**src/rtl/vx_gpu_pkg.sv**
```systemverilog
// rtl/vx_gpu_pkg.sv - shared writeback beat type, arbiter FSM encodings and width helper
package vx_gpu_pkg;

    localparam int WB_NUM_THREADS = 4;
    localparam int WB_XLEN        = 32;
    localparam int WB_NR_BITS     = 6;
    localparam int WB_WIS_W       = 2;

    // Writeback beat as seen by the operand stage (GPR write port and operand cache).
    typedef struct packed {
        logic [WB_WIS_W-1:0]               wis;
        logic [WB_NUM_THREADS-1:0]         tmask;
        logic [WB_NR_BITS-1:0]             rd;
        logic [WB_NUM_THREADS*WB_XLEN-1:0] data;
        logic                              sop;
        logic                              eop;
    } wb_beat_t;

    localparam logic [0:0] ARB_IDLE   = 1'b0;
    localparam logic [0:0] ARB_LOCKED = 1'b1;

    function automatic int clog2_min1(input int n);
        return (n > 1) ? $clog2(n) : 1;
    endfunction

endpackage

```
**src/rtl/vx_wb_rr_picker.sv**
```systemverilog
// rtl/vx_wb_rr_picker.sv - round-robin picker: first valid source at or after rr_ptr, wrapping
module vx_wb_rr_picker
    import vx_gpu_pkg::*;
#(
    parameter int NUM_SRCS = 4,
    parameter int IDX_W    = clog2_min1(NUM_SRCS)
) (
    input  logic [NUM_SRCS-1:0] valid,
    input  logic [IDX_W-1:0]    rr_ptr,
    output logic [NUM_SRCS-1:0] grant,
    output logic [IDX_W-1:0]    grant_idx,
    output logic                any_valid
);

    int               idx;
    logic [IDX_W-1:0] sel;

    // Walk offsets from farthest to nearest so the nearest valid source wins.
    always_comb begin
        grant     = '0;
        grant_idx = '0;
        any_valid = |valid;
        idx       = 0;
        sel       = '0;
        for (int off = NUM_SRCS - 1; off >= 0; off--) begin
            idx = int'(rr_ptr) + off;
            if (idx >= NUM_SRCS) idx = idx - NUM_SRCS;
            sel = IDX_W'(idx);
            if (valid[sel]) begin
                grant      = '0;
                grant[sel] = 1'b1;
                grant_idx  = sel;
            end
        end
    end

endmodule

```
**src/rtl/vx_wb_arbiter.sv**
```systemverilog
// rtl/vx_wb_arbiter.sv - packet-locking round-robin writeback arbiter; WB_ARB_PERF_EN adds perf_stall_cycles
module vx_wb_arbiter
    import vx_gpu_pkg::*;
#(
    parameter int NUM_SRCS    = 4,
    parameter int NUM_THREADS = 4,
    parameter int XLEN        = 32,
    parameter int NR_BITS     = 6,
    parameter int WIS_W       = 2
) (
    input  logic                        clk,
    input  logic                        reset,
    input  logic [NUM_SRCS-1:0]         src_valid,
    output logic [NUM_SRCS-1:0]         src_ready,
    input  logic [WIS_W-1:0]            src_wis   [NUM_SRCS],
    input  logic [NUM_THREADS-1:0]      src_tmask [NUM_SRCS],
    input  logic [NR_BITS-1:0]          src_rd    [NUM_SRCS],
    input  logic [NUM_THREADS*XLEN-1:0] src_data  [NUM_SRCS],
    input  logic                        src_sop   [NUM_SRCS],
    input  logic                        src_eop   [NUM_SRCS],
    output logic                        wb_valid,
    output logic [WIS_W-1:0]            wb_wis,
    output logic [NUM_THREADS-1:0]      wb_tmask,
    output logic [NR_BITS-1:0]          wb_rd,
    output logic [NUM_THREADS*XLEN-1:0] wb_data,
    output logic                        wb_sop,
    output logic                        wb_eop
`ifdef WB_ARB_PERF_EN
    ,
    output logic [31:0]                 perf_stall_cycles
`endif
);

    localparam int IDX_W = clog2_min1(NUM_SRCS);

    logic [0:0]          state;
    logic [IDX_W-1:0]    lock_src;
    logic [IDX_W-1:0]    rr_ptr;
    logic [NUM_SRCS-1:0] lock_mask;
    logic [NUM_SRCS-1:0] cand_valid;
    logic [NUM_SRCS-1:0] grant;
    logic [IDX_W-1:0]    grant_idx;
    logic                any_valid;
    logic                fire;
    logic                sel_sop;
    logic                sel_eop;
    logic [IDX_W-1:0]    next_ptr;

    // While locked only the owning source may compete, so other sources stall.
    always_comb begin
        lock_mask           = '0;
        lock_mask[lock_src] = 1'b1;
        cand_valid          = (state == ARB_LOCKED) ? (src_valid & lock_mask) : src_valid;
    end

    vx_wb_rr_picker #(
        .NUM_SRCS (NUM_SRCS),
        .IDX_W    (IDX_W)
    ) u_picker (
        .valid     (cand_valid),
        .rr_ptr    (rr_ptr),
        .grant     (grant),
        .grant_idx (grant_idx),
        .any_valid (any_valid)
    );

    assign src_ready = reset ? '0 : grant;
    assign fire      = any_valid & ~reset;
    assign sel_sop   = src_sop[grant_idx];
    assign sel_eop   = src_eop[grant_idx];
    assign next_ptr  = (grant_idx == IDX_W'(NUM_SRCS - 1)) ? '0 : grant_idx + IDX_W'(1);

    always_ff @(posedge clk) begin
        if (reset) begin
            state    <= ARB_IDLE;
            lock_src <= '0;
            rr_ptr   <= '0;
            wb_valid <= 1'b0;
        end else begin
            wb_valid <= fire;
            if (fire) begin
                if (sel_eop) rr_ptr <= next_ptr;
                case (state)
                    ARB_IDLE: begin
                        if (sel_sop && !sel_eop) begin
                            state    <= ARB_LOCKED;
                            lock_src <= grant_idx;
                        end
                    end
                    default: begin
                        if (sel_eop) state <= ARB_IDLE;
                    end
                endcase
            end
        end
    end

    always_ff @(posedge clk) begin
        if (fire) begin
            wb_wis   <= src_wis[grant_idx];
            wb_tmask <= src_tmask[grant_idx];
            wb_rd    <= src_rd[grant_idx];
            wb_data  <= src_data[grant_idx];
            wb_sop   <= sel_sop;
            wb_eop   <= sel_eop;
        end
    end

`ifdef WB_ARB_PERF_EN
    // Counts source-cycles lost to arbitration, not just cycles with some stall.
    always_ff @(posedge clk) begin
        if (reset) begin
            perf_stall_cycles <= '0;
        end else begin
            perf_stall_cycles <= perf_stall_cycles + 32'($countones(src_valid & ~grant));
        end
    end
`endif

`ifndef SYNTHESIS
    always_ff @(posedge clk) begin
        if (!reset && fire) begin
            if (state == ARB_LOCKED) begin
                assert (!sel_sop) else $error("vx_wb_arbiter: sop from lock_src while locked");
            end else begin
                assert (sel_sop || !sel_eop) else $error("vx_wb_arbiter: eop without prior sop");
            end
        end
    end
`endif

endmodule

```
**config.mk**
```make
export PLATFORM = sky130hd
export DESIGN_NAME = vx_wb_arbiter
export DESIGN_NICKNAME = d
export VERILOG_FILES = /design/src/rtl/vx_gpu_pkg.sv /design/src/rtl/vx_wb_rr_picker.sv /design/src/rtl/vx_wb_arbiter.sv
export SDC_FILE = /design/constraint.sdc
export NUM_CORES = 1
export LEC_CHECK = 0
export CAP_MARGIN = 20
export CORE_AREA = 10 10 269 271
export CTS_BUF_LIST = sky130_fd_sc_hd__clkbuf_16
export DETAILED_ROUTE_END_ITERATION = 8
export DIE_AREA = 0 0 279 281
export GPL_TIMING_DRIVEN = 0
export SYNTH_ARGS = -nofsm -noshare
export SYNTH_HDL_FRONTEND = slang
export SYNTH_SLANG_ARGS = --single-unit
```
**constraint.sdc**
```tcl
create_clock -name clk -period 7.4 [get_ports clk]
set_clock_uncertainty 0.2 [all_clocks]
set_input_delay 1.48 -clock clk [delete_from_list [all_inputs] [get_ports clk]]
set_output_delay 1.48 -clock clk [all_outputs]
set_load 0.03 [all_outputs]
```
Word level (Yosys, flattened, before mapping)
Cells that the tools add are included.
W data, S select, Z words.

storage, ports and cells
  register bits after elaboration = 148
  bits of input ports = 574
  output and inout bits = 147
  word-level logic and storage cells = 103

operators by class
  add/subtract/negate cells = 8
  order comparisons = 15
  eq/ne operators = 1
  multiplexer cells = 54
  bitwise operators = 5
  reductions and logical operators = 10

operators by type and width
  cell                   number
  $bmux W128 S2          1
  $mux W128              2
  $mux W4                8
  $mux W2                11
  $mux W1                16
  $lt A2 B3 Y1 const B   5
  $bmux W1 S2            6
  $bmux W6 S2            1
  $ge A3 B3 Y1 const B   4
  $mux W6                2
  $demux W1 S2           5
  $ge A2 B1 Y1 const B   5
  $bmux W4 S2            1
  $sub A2 B1 Y2 const B  4
  $add A2 B2 Y3 const B  2
  $logic_and A1 B1 Y1    6
  $and A4 B4 Y4          1
  $bmux W2 S2            1
  $reduce_or A4 Y1       1
  $add A2 B1 Y3 const B  1
  $ge A2 B3 Y1 const B   1
  $not A2 Y3             1
  $reduce_and A3 Y1      1
  $add A2 B1 Y2 const B  1
  other kinds (5)        6

Depth between registers and ports, before layout
Gate-level depths: netlist of run 1.

  word-level depth = 20
  gate-level depth with buffers = 14
  depth with buffers taken out = 10

By module
A second synthesis of run 1 with hierarchy kept.

second synthesis, totals
  cells, all modules = 414
  area, all modules = 8458.1 µm²

by module, submodules not included
  module           instances  cells each  area each (µm²)  seq. area each (µm²)
  vx_wb_arbiter    1          352         7960.1           4384.2
  vx_wb_rr_picker  1          62          498.0            0.0

Worst setup path after synthesis of run 1
OpenSTA, ideal clock, no wires.

  kind = input-to-reg
  start point = in src_valid[0]
  end point = reg wb_data[0], enable pin
  library setup time = 0.495 ns
  data arrival time = 5.146 ns
  required time = 6.705 ns
  path slack = 1.559 ns
  stages on the path = 5
  path buffers = 0
  cells stage by stage = or4b_1 o211ai_2 nor2_1 a21o_1 inv_1

on the way
  word-level cells in the longest chain between the ends = 4

ends and longest elaborated chain
  item                    line                   text
  start: declaration      vx_wb_arbiter.sv:13    input logic [NUM_SRCS-1:0] src_valid,
  $and A4 B4 Y4           vx_wb_arbiter.sv:53    cand_valid = (state == ARB_LOCKED) ? (src_valid & lock_mask) : src_valid;
  $mux W4 *               vx_wb_arbiter.sv:53
  $reduce_or A4 Y1 *      vx_wb_rr_picker.sv:22  any_valid = |valid;
  $and A1 B1 Y1 *         vx_wb_arbiter.sv:68    assign fire = any_valid & ~reset;
  named net fire          vx_wb_arbiter.sv:44    logic fire;
  end signal: assignment  vx_wb_arbiter.sv:103   wb_data <= src_data[grant_idx];
  end: declaration        vx_wb_arbiter.sv:25    output logic [NUM_THREADS*XLEN-1:0] wb_data,

The timed path passes the listed nets; every way through them passes the cells marked *.
A chain may end at the register's enable or synchronous reset.

Final worst setup path of run 1
  start point = in src_valid[3]
  end point = out src_ready[3]

on the way
  word-level cells in the longest chain between the ends = 9

ends and longest elaborated chain
  item                           line                   text
  $and A4 B4 Y4                  vx_wb_arbiter.sv:53
  $mux W4 *                      vx_wb_arbiter.sv:53
  $bmux W1 S2                    vx_wb_rr_picker.sv:29  if (valid[sel]) begin
  $mux W1 (not written as such)  vx_wb_rr_picker.sv:29
  $mux W4 (3 in series)          vx_wb_rr_picker.sv:29
  $mux W4 *                      vx_wb_rr_picker.sv:29
  $mux W4 *                      vx_wb_arbiter.sv:67    assign src_ready = reset ? '0 : grant;
  end: declaration               vx_wb_arbiter.sv:14    output logic [NUM_SRCS-1:0] src_ready,

Every way passes the cells marked *; elsewhere a longest branch is shown, timed or not. The select of a mux whose other input is x is not followed.

==> results of run 1 <==
-- worst paths after layout --
path,from,endpoint,depth (start not counted)
hold / removal,lock_src[1],lock_src[1],2
setup / recovery,src_valid[3],src_ready[3],10
hold reg to reg,lock_src[1],lock_src[1],2
setup reg to reg,rr_ptr[0],wb_data[86],13
-- critical path, cell delays in order --
cell             delay (ps)
clkdlybuf4s50_1         480
mux2i_1                 210
o211ai_1                200
mux2_4                  390
a211oi_1                500
a221oi_1                150
nor3_1                  170
a21oi_1                  60
nor2_1                  140
clkdlybuf4s50_1         730
-- cell type report --
cell class | instances | area [um^2]
antenna | 1 | 2.50
tap | 873 | 1090
sequential | 148 | 4380
multi-input combinational | 941 | 4620
inverter | 9 | 41.3
timing repair buffer | 722 | 7270
buffer | 100 | 537
clock inverter | 15 | 131
fill | 7228 | 48300
clock buffer | 17 | 425
-- logic make-up after synthesis --
| logic type | count (synthesis) | share of synthesized area (%) |
|---|---|---|
| flops | 148 | 45.8 |
| simple gates | 742 | 33.6 |
| compound gates | 180 | 12.4 |
| mux | 14 | 1.59 |
| buf+inv | 109 | 5.96 |
| fa+ha+maj | 5 | 0.653 |
-- flip-flops by register name (all words and copies together), names as in the netlist --
register / count
wb_wis: 2
wb_sop: 1
wb_tmask: 4
wb_rd: 6
wb_eop: 1
wb_data: 128
rr_ptr: 2
wb_valid: 1
lock_src: 2
state: 1
-- placed cells by master (no fill, tap or decap), types with 3 or more instances in the layout --
master           instances
a31oi_1                140
ha_1                     5
nand2_1                562
a21oi_1                  7
edfxtp_1               142
nand4bb_1                3
buf_6                   14
and3_1                 141
nand4_1                  3
buf_2                   30
clkbuf_1                49
mux2i_1                 10
clkdlybuf4s50_1        719
clkinvlp_4               3
nor2_1                  14
a211oi_1                 3
a221oi_1                 5
buf_4                    5
inv_1                    7
dfxtp_1                  6
nand4b_1                 3
nand2b_1                 3
nor3_1                   5
clkinv_4                 3
o211ai_1                 5
clkbuf_16               17
inv_6                    4
-- per-layer routing --
layer  track usage, %  vias to the layer above  routed length (um)  share of wire [%]
met5                0                        -                  68               0.10
met4             5.60                       10                1670                2.6
met3             6.17                       74                6750                 10
met2             27.1                      655               31800                 49
met1             17.1                     5671               24400                 38
li1                 -                     5685                   -                  -
-- power by group --
group,total [W],internal (W),leakage (nW),switching [W]
clock network,0.000889,0.000464,0.269,0.000425
logic,0.00731,0.00263,5.42,0.00468
registers,0.00182,0.00169,1.44,0.000132
total,0.0100,0.00478,7.13,0.00524
-- through the flow --
stage                     std cells  util, %  power (W)  TNS [ps]
final                          2826     27.7     0.0100         0
after global routing           2825     27.7     0.0107         0
after global placement         2790     26.7    0.00916   -151950
after CTS                      2825     27.7     0.0101         0
after floorplan                1198        -    0.00607         0
after detailed placement       2793     26.9    0.00919         0
==> results.py, run 1 <==
metrics = {
    "sta": {
        "max_freq_mhz": 161,
        "worst_slew_pin_slew_ps": 1180,
        "rsz0062_at_grt": "no",
        "finalCritPeriodShare_pct": 83.7,
        "max_slew_margin_pct": 21.6,
        "finalSetupViolations": 0,
        "finalHoldViolations": 0,
        "maxSlewViolCount": 0,
        "finalWorstSetupSlack_ps": 1210,
        "fin_crit_ps": 6190,
        "hold_ws_ps": 403,
    },
    "routing": {
        "dr.first_iter.drc_count": 722,
        "drt_wl_total_um": 64800,
        "vias": 12100,
        "drtAntennaViolNets": 0,
        "drc": 0,
        "wl_per_cell_um": 22.9,
        "drt-pass1-iter-count": 5,
        "viasPerCell": 4.28,
    },
    "floorplanning": {
        "num_rows": 95,
        "start_util_pct": 14.3,
        "fp.dieArea_um2": 78400,
        "num_io_pins": 721,
        "die_w_um": 279,
        "core_um2": 66800,
        "die_h_um": 281,
    },
    "synth": {
        "synth_commonest_cells": "nand2_1 (562), edfxtp_1 (142), and3_1 (141)",
        "synthDistinctLibCells": 47,
        "ys.flop_type": "edfxtp_1",
        "yosys_register_bits": 148,
        "ys_warn_count": 0,
        "synth_top_area_share_pct": 44.5,
        "yosysSeqAreaShare_pct": 45.8,
        "syn-num-nets": 1777,
        "syn_avg_cell_area_um2": 8.00,
        "synth_edf_count": 142,
        "synth.most_common_cell": "nand2_1",
        "netlist_area_um2": 9580,
        "async_flop_share_pct": 0,
        "synthCells": 1198,
        "synth_top_area_cell": "edfxtp_1",
        "synthTopCellsByArea": "edfxtp_1 (45%), nand2_1 (22%), and3_1 (9.2%), a31oi_1 (9.1%), clkbuf_1 (1.9%)",
    },
    "cts": {
        "cts_resized": 0,
        "h-tree-depth": 4,
        "cts.sink_count": 148,
        "cts_hold_buffers": 0,
        "cts_buffers": 17,
        "cts_tree": "done",
        "clk_path_buf_depth": 2,
        "clk_pin_slew_ps": 70,
        "post_cts_buffers": 0,
        "clock_latency_ps": 470,
        "cts_root_buf": "clkbuf_16",
    },
    "global_route": {
        "grt_max_degree": 79,
        "antenna_found_initial": 5,
        "track_usage_pct": 15.7,
        "grt_pass1_wl_um": 88800,
        "grt_pass1_vias": 12400,
        "overflow": 0,
    },
    "worst_setup_path": {
        "endpoint_kind": "output pin",
        "cp_max_fo": 10,
        "cp.required_ps": 5720,
        "crit_type": "input port to output pin",
        "reg2reg_slack_ps": 2880,
        "critPathLaunchType": "input port",
        "crit_arrival_ps": 4510,
    },
    "power_and_ir_drop": {
        "powerDensity_nw_per_um2": 541,
        "vdd_drop_max_uv": 258,
        "leakage_nw": 7.13,
    },
    "placed_design": {
        "hpwl_um": 53100,
        "dpl_cell_area_um2": 17900,
        "pre_cts_ws_ps": 1260,
        "place_congestion": 0.914,
        "portBuffers": 719,
    },
    "layout": {
        "drive_gt1_share_pct": 4.66,
        "final_nets": 2518,
        "fin_area_um2": 18500,
        "area_growth_pct": 93.2,
    },
    "hold_path": {
        "hold_class": "flip-flop to flip-flop",
    },
    "run": {
        "maxCapViolations": 0,
    },
    "run_status": {
        "outcome": "complete, no violations",
    },
}
Note: power is estimated with default switching activity, not from simulation.
==> inputs of run 2 (changes only) <==
==> constraint.sdc (replaced) <==
create_clock -name clk -period 5.9 [get_ports clk]
set_clock_uncertainty 0.2 [all_clocks]
set_input_delay 1.18 -clock clk [delete_from_list [all_inputs] [get_ports clk]]
set_output_delay 1.18 -clock clk [all_outputs]
set_load 0.03 [all_outputs]
==> results of run 2 <==
The final DEF is identical to that of run 1. Status: complete, no violations.
Among the figures that moved: setup slack after placement 1260 ps -> 336 ps; setup slack after layout 1210 ps -> 306 ps; register-to-register setup slack 2880 ps -> 1380 ps; total power 0.0100 W -> 0.0126 W; worst IR drop on VDD 258 uV -> 324 uV
==> inputs of run 3 (changes only) <==
--- a/config.mk
+++ b/config.mk
@@ -6,10 +6,10 @@
 export NUM_CORES = 1
 export LEC_CHECK = 0
 export CAP_MARGIN = 20
-export CORE_AREA = 10 10 269 271
+export CORE_AREA = 10 10 274 276
 export CTS_BUF_LIST = sky130_fd_sc_hd__clkbuf_16
 export DETAILED_ROUTE_END_ITERATION = 8
-export DIE_AREA = 0 0 279 281
+export DIE_AREA = 0 0 284 286
 export GPL_TIMING_DRIVEN = 0
 export SYNTH_ARGS = -nofsm -noshare
 export SYNTH_HDL_FRONTEND = slang
==> run 3 against run 2 <==
  * Via count up 0.20%
  * Sequential power is essentially flat
  * Combinational power grew 2.2%
  * Wire length increased by 7.5%
  * Register-to-register slack worse by 110 ps
  * Count of clock-buffer cells in the layout did not move
  * Clock power about the same
  * Critical path type unchanged
  * Fmax rose by 0.34%
==> results.py, run 3 (synthesized netlist as in run 1, its figures left out) <==
metrics = {
    "sta": {
        "setup_tns_ps": 0,
        "fin_crit_ps": 5570,
        "worst_slew_pin_slew_ps": 953,
        "finalHoldViolations": 0,
        "max_slew_margin_pct": 36.5,
        "maxSlewViolCount": 0,
        "finalSetupViolations": 0,
        "finalCritPeriodShare_pct": 94.5,
        "rsz0062_at_grt": "no",
        "max_freq_mhz": 179,
        "hold_ws_ps": 393,
        "finalWorstSetupSlack_ps": 325,
    },
    "worst_setup_path": {
        "rr_startpoint": "rr_ptr[0]",
        "critPathLaunchType": "input port",
        "reg2reg_slack_ps": 1270,
        "crit_arrival_ps": 4190,
        "crit_path_frequent_cell": "clkdlybuf4s50_1",
        "crit_chain": "clkdlybuf4s50_1, mux2i_1, o211ai_1, mux2_4, a211oi_1, a221oi_1, nor3_1, a21oi_1, nor2_1, clkdlybuf4s50_1",
        "worstSetupStartpoint": "src_valid[3]",
        "crit_slowest_cell": "clkdlybuf4s50_1",
        "endpoint_kind": "output pin",
        "crit_type": "input port to output pin",
        "cp_max_fo": 10,
        "slowest_delay_ps": 730,
        "cp.required_ps": 4520,
    },
    "cts": {
        "h-tree-depth": 4,
        "clk_pin_slew_ps": 80,
        "cts_tree": "done",
        "cts_resized": 0,
        "cts_buffers": 17,
        "cts_root_buf": "clkbuf_16",
        "clock_latency_ps": 490,
        "post_cts_buffers": 0,
        "cts.sink_count": 148,
        "cts_hold_buffers": 0,
        "clk_path_buf_depth": 2,
    },
    "layout": {
        "area_growth_pct": 93.9,
        "final_common_cell": "clkdlybuf4s50_1",
        "largest_reg_flops": 128,
        "drive_gt1_share_pct": 4.56,
        "layout_common_cells": "clkdlybuf4s50_1 (719), nand2_1 (562), edfxtp_1 (142), and3_1 (141), a31oi_1 (140)",
        "fillers": 7562,
        "reg.largest.list": "wb_data (128), wb_rd (6), wb_tmask (4)",
        "finalCoreUtilization_pct": 26.7,
        "final_nets": 2518,
        "largest-register": "wb_data",
    },
    "placed_design": {
        "portBuffers": 719,
        "pre_cts_ws_ps": 252,
        "hpwl_um": 57000,
        "place_congestion": 0.920,
    },
    "floorplanning": {
        "fp.dieArea_um2": 81200,
        "start_util_pct": 13.8,
        "num_rows": 97,
        "core_um2": 69500,
        "die_h_um": 286,
        "die_w_um": 284,
        "num_io_pins": 721,
    },
    "routing": {
        "wl_per_cell_um": 24.1,
        "viasPerCell": 4.19,
        "vias": 12100,
        "drt_wl_total_um": 69600,
        "drt-pass1-iter-count": 5,
        "drc": 0,
        "dr.first_iter.drc_count": 684,
        "drtAntennaViolNets": 0,
    },
    "power_and_ir_drop": {
        "leakage_nw": 7.12,
        "vdd_drop_max_uv": 339,
        "powerDensity_nw_per_um2": 688,
    },
    "hold_path": {
        "hold_class": "flip-flop to flip-flop",
        "holdCritStartpoint": "lock_src[0]",
    },
    "global_route": {
        "overflow": 0,
        "grt_pass1_wl_um": 94900,
        "track_usage_pct": 16.3,
        "grt_max_degree": 81,
        "antenna_found_initial": 11,
        "grt_pass1_vias": 12600,
    },
    "run_status": {
        "outcome": "complete, no violations",
    },
    "run": {
        "maxCapViolations": 0,
    },
}
[run 3: where the power goes]
part           leakage [nW]  switching (W)  internal (W)
clock network         0.257       0.000537      0.000574
registers              1.44       0.000171       0.00212
logic                  5.42        0.00608       0.00330
[run 3: area by class of cell]
class / count / area, um^2 / share of cell area (%)
tap: 940 / 1180 / 6.33
clock buffer: 17 / 425 / 2.29
timing repair buffer: 722 / 7270 / 39.1
inverter: 9 / 41.3 / 0.222
clock inverter: 13 / 113 / 0.606
sequential: 148 / 4380 / 23.6
buffer: 100 / 537 / 2.89
antenna: 1 / 2.50 / 0.0135
multi-input combinational: 941 / 4620 / 24.9
[run 3: through the flow]
| step | cell area [um^2] | instances | total power [W] |
|---|---|---|---|
| 2_1_floorplan | 9580 | 1198 | 0.00762 |
| 3_3_place_gp | 18000 | 2857 | 0.0118 |
| 3_5_place_dp | 18000 | 2860 | 0.0118 |
| 4_1_cts | 18600 | 2890 | 0.0130 |
| 5_1_grt | 18600 | 2890 | 0.0137 |
| 6_report | 18600 | 2891 | 0.0128 |
[run 3: path summary, 6_finish.rpt]
kind | endpoint | depth (start not counted)
worst max register to register | wb_data[84] | 13
worst max-delay path | src_ready[1] | 10
worst min register to register | lock_src[0] | 2
worst min-delay path | lock_src[0] | 2
[run 3: critical path: cells and delay by family]
family          cells  cell delay (ps)
compound gates      4              890
buf+inv             2             1210
mux                 2              590
simple gates        2              320
[run 3: layer usage]
metal	global-route usage (%)	share of wire (%)
met5	0	0.12
met2	27.7	48
met4	6.06	3.2
met3	6.33	9.4
met1	18.3	39
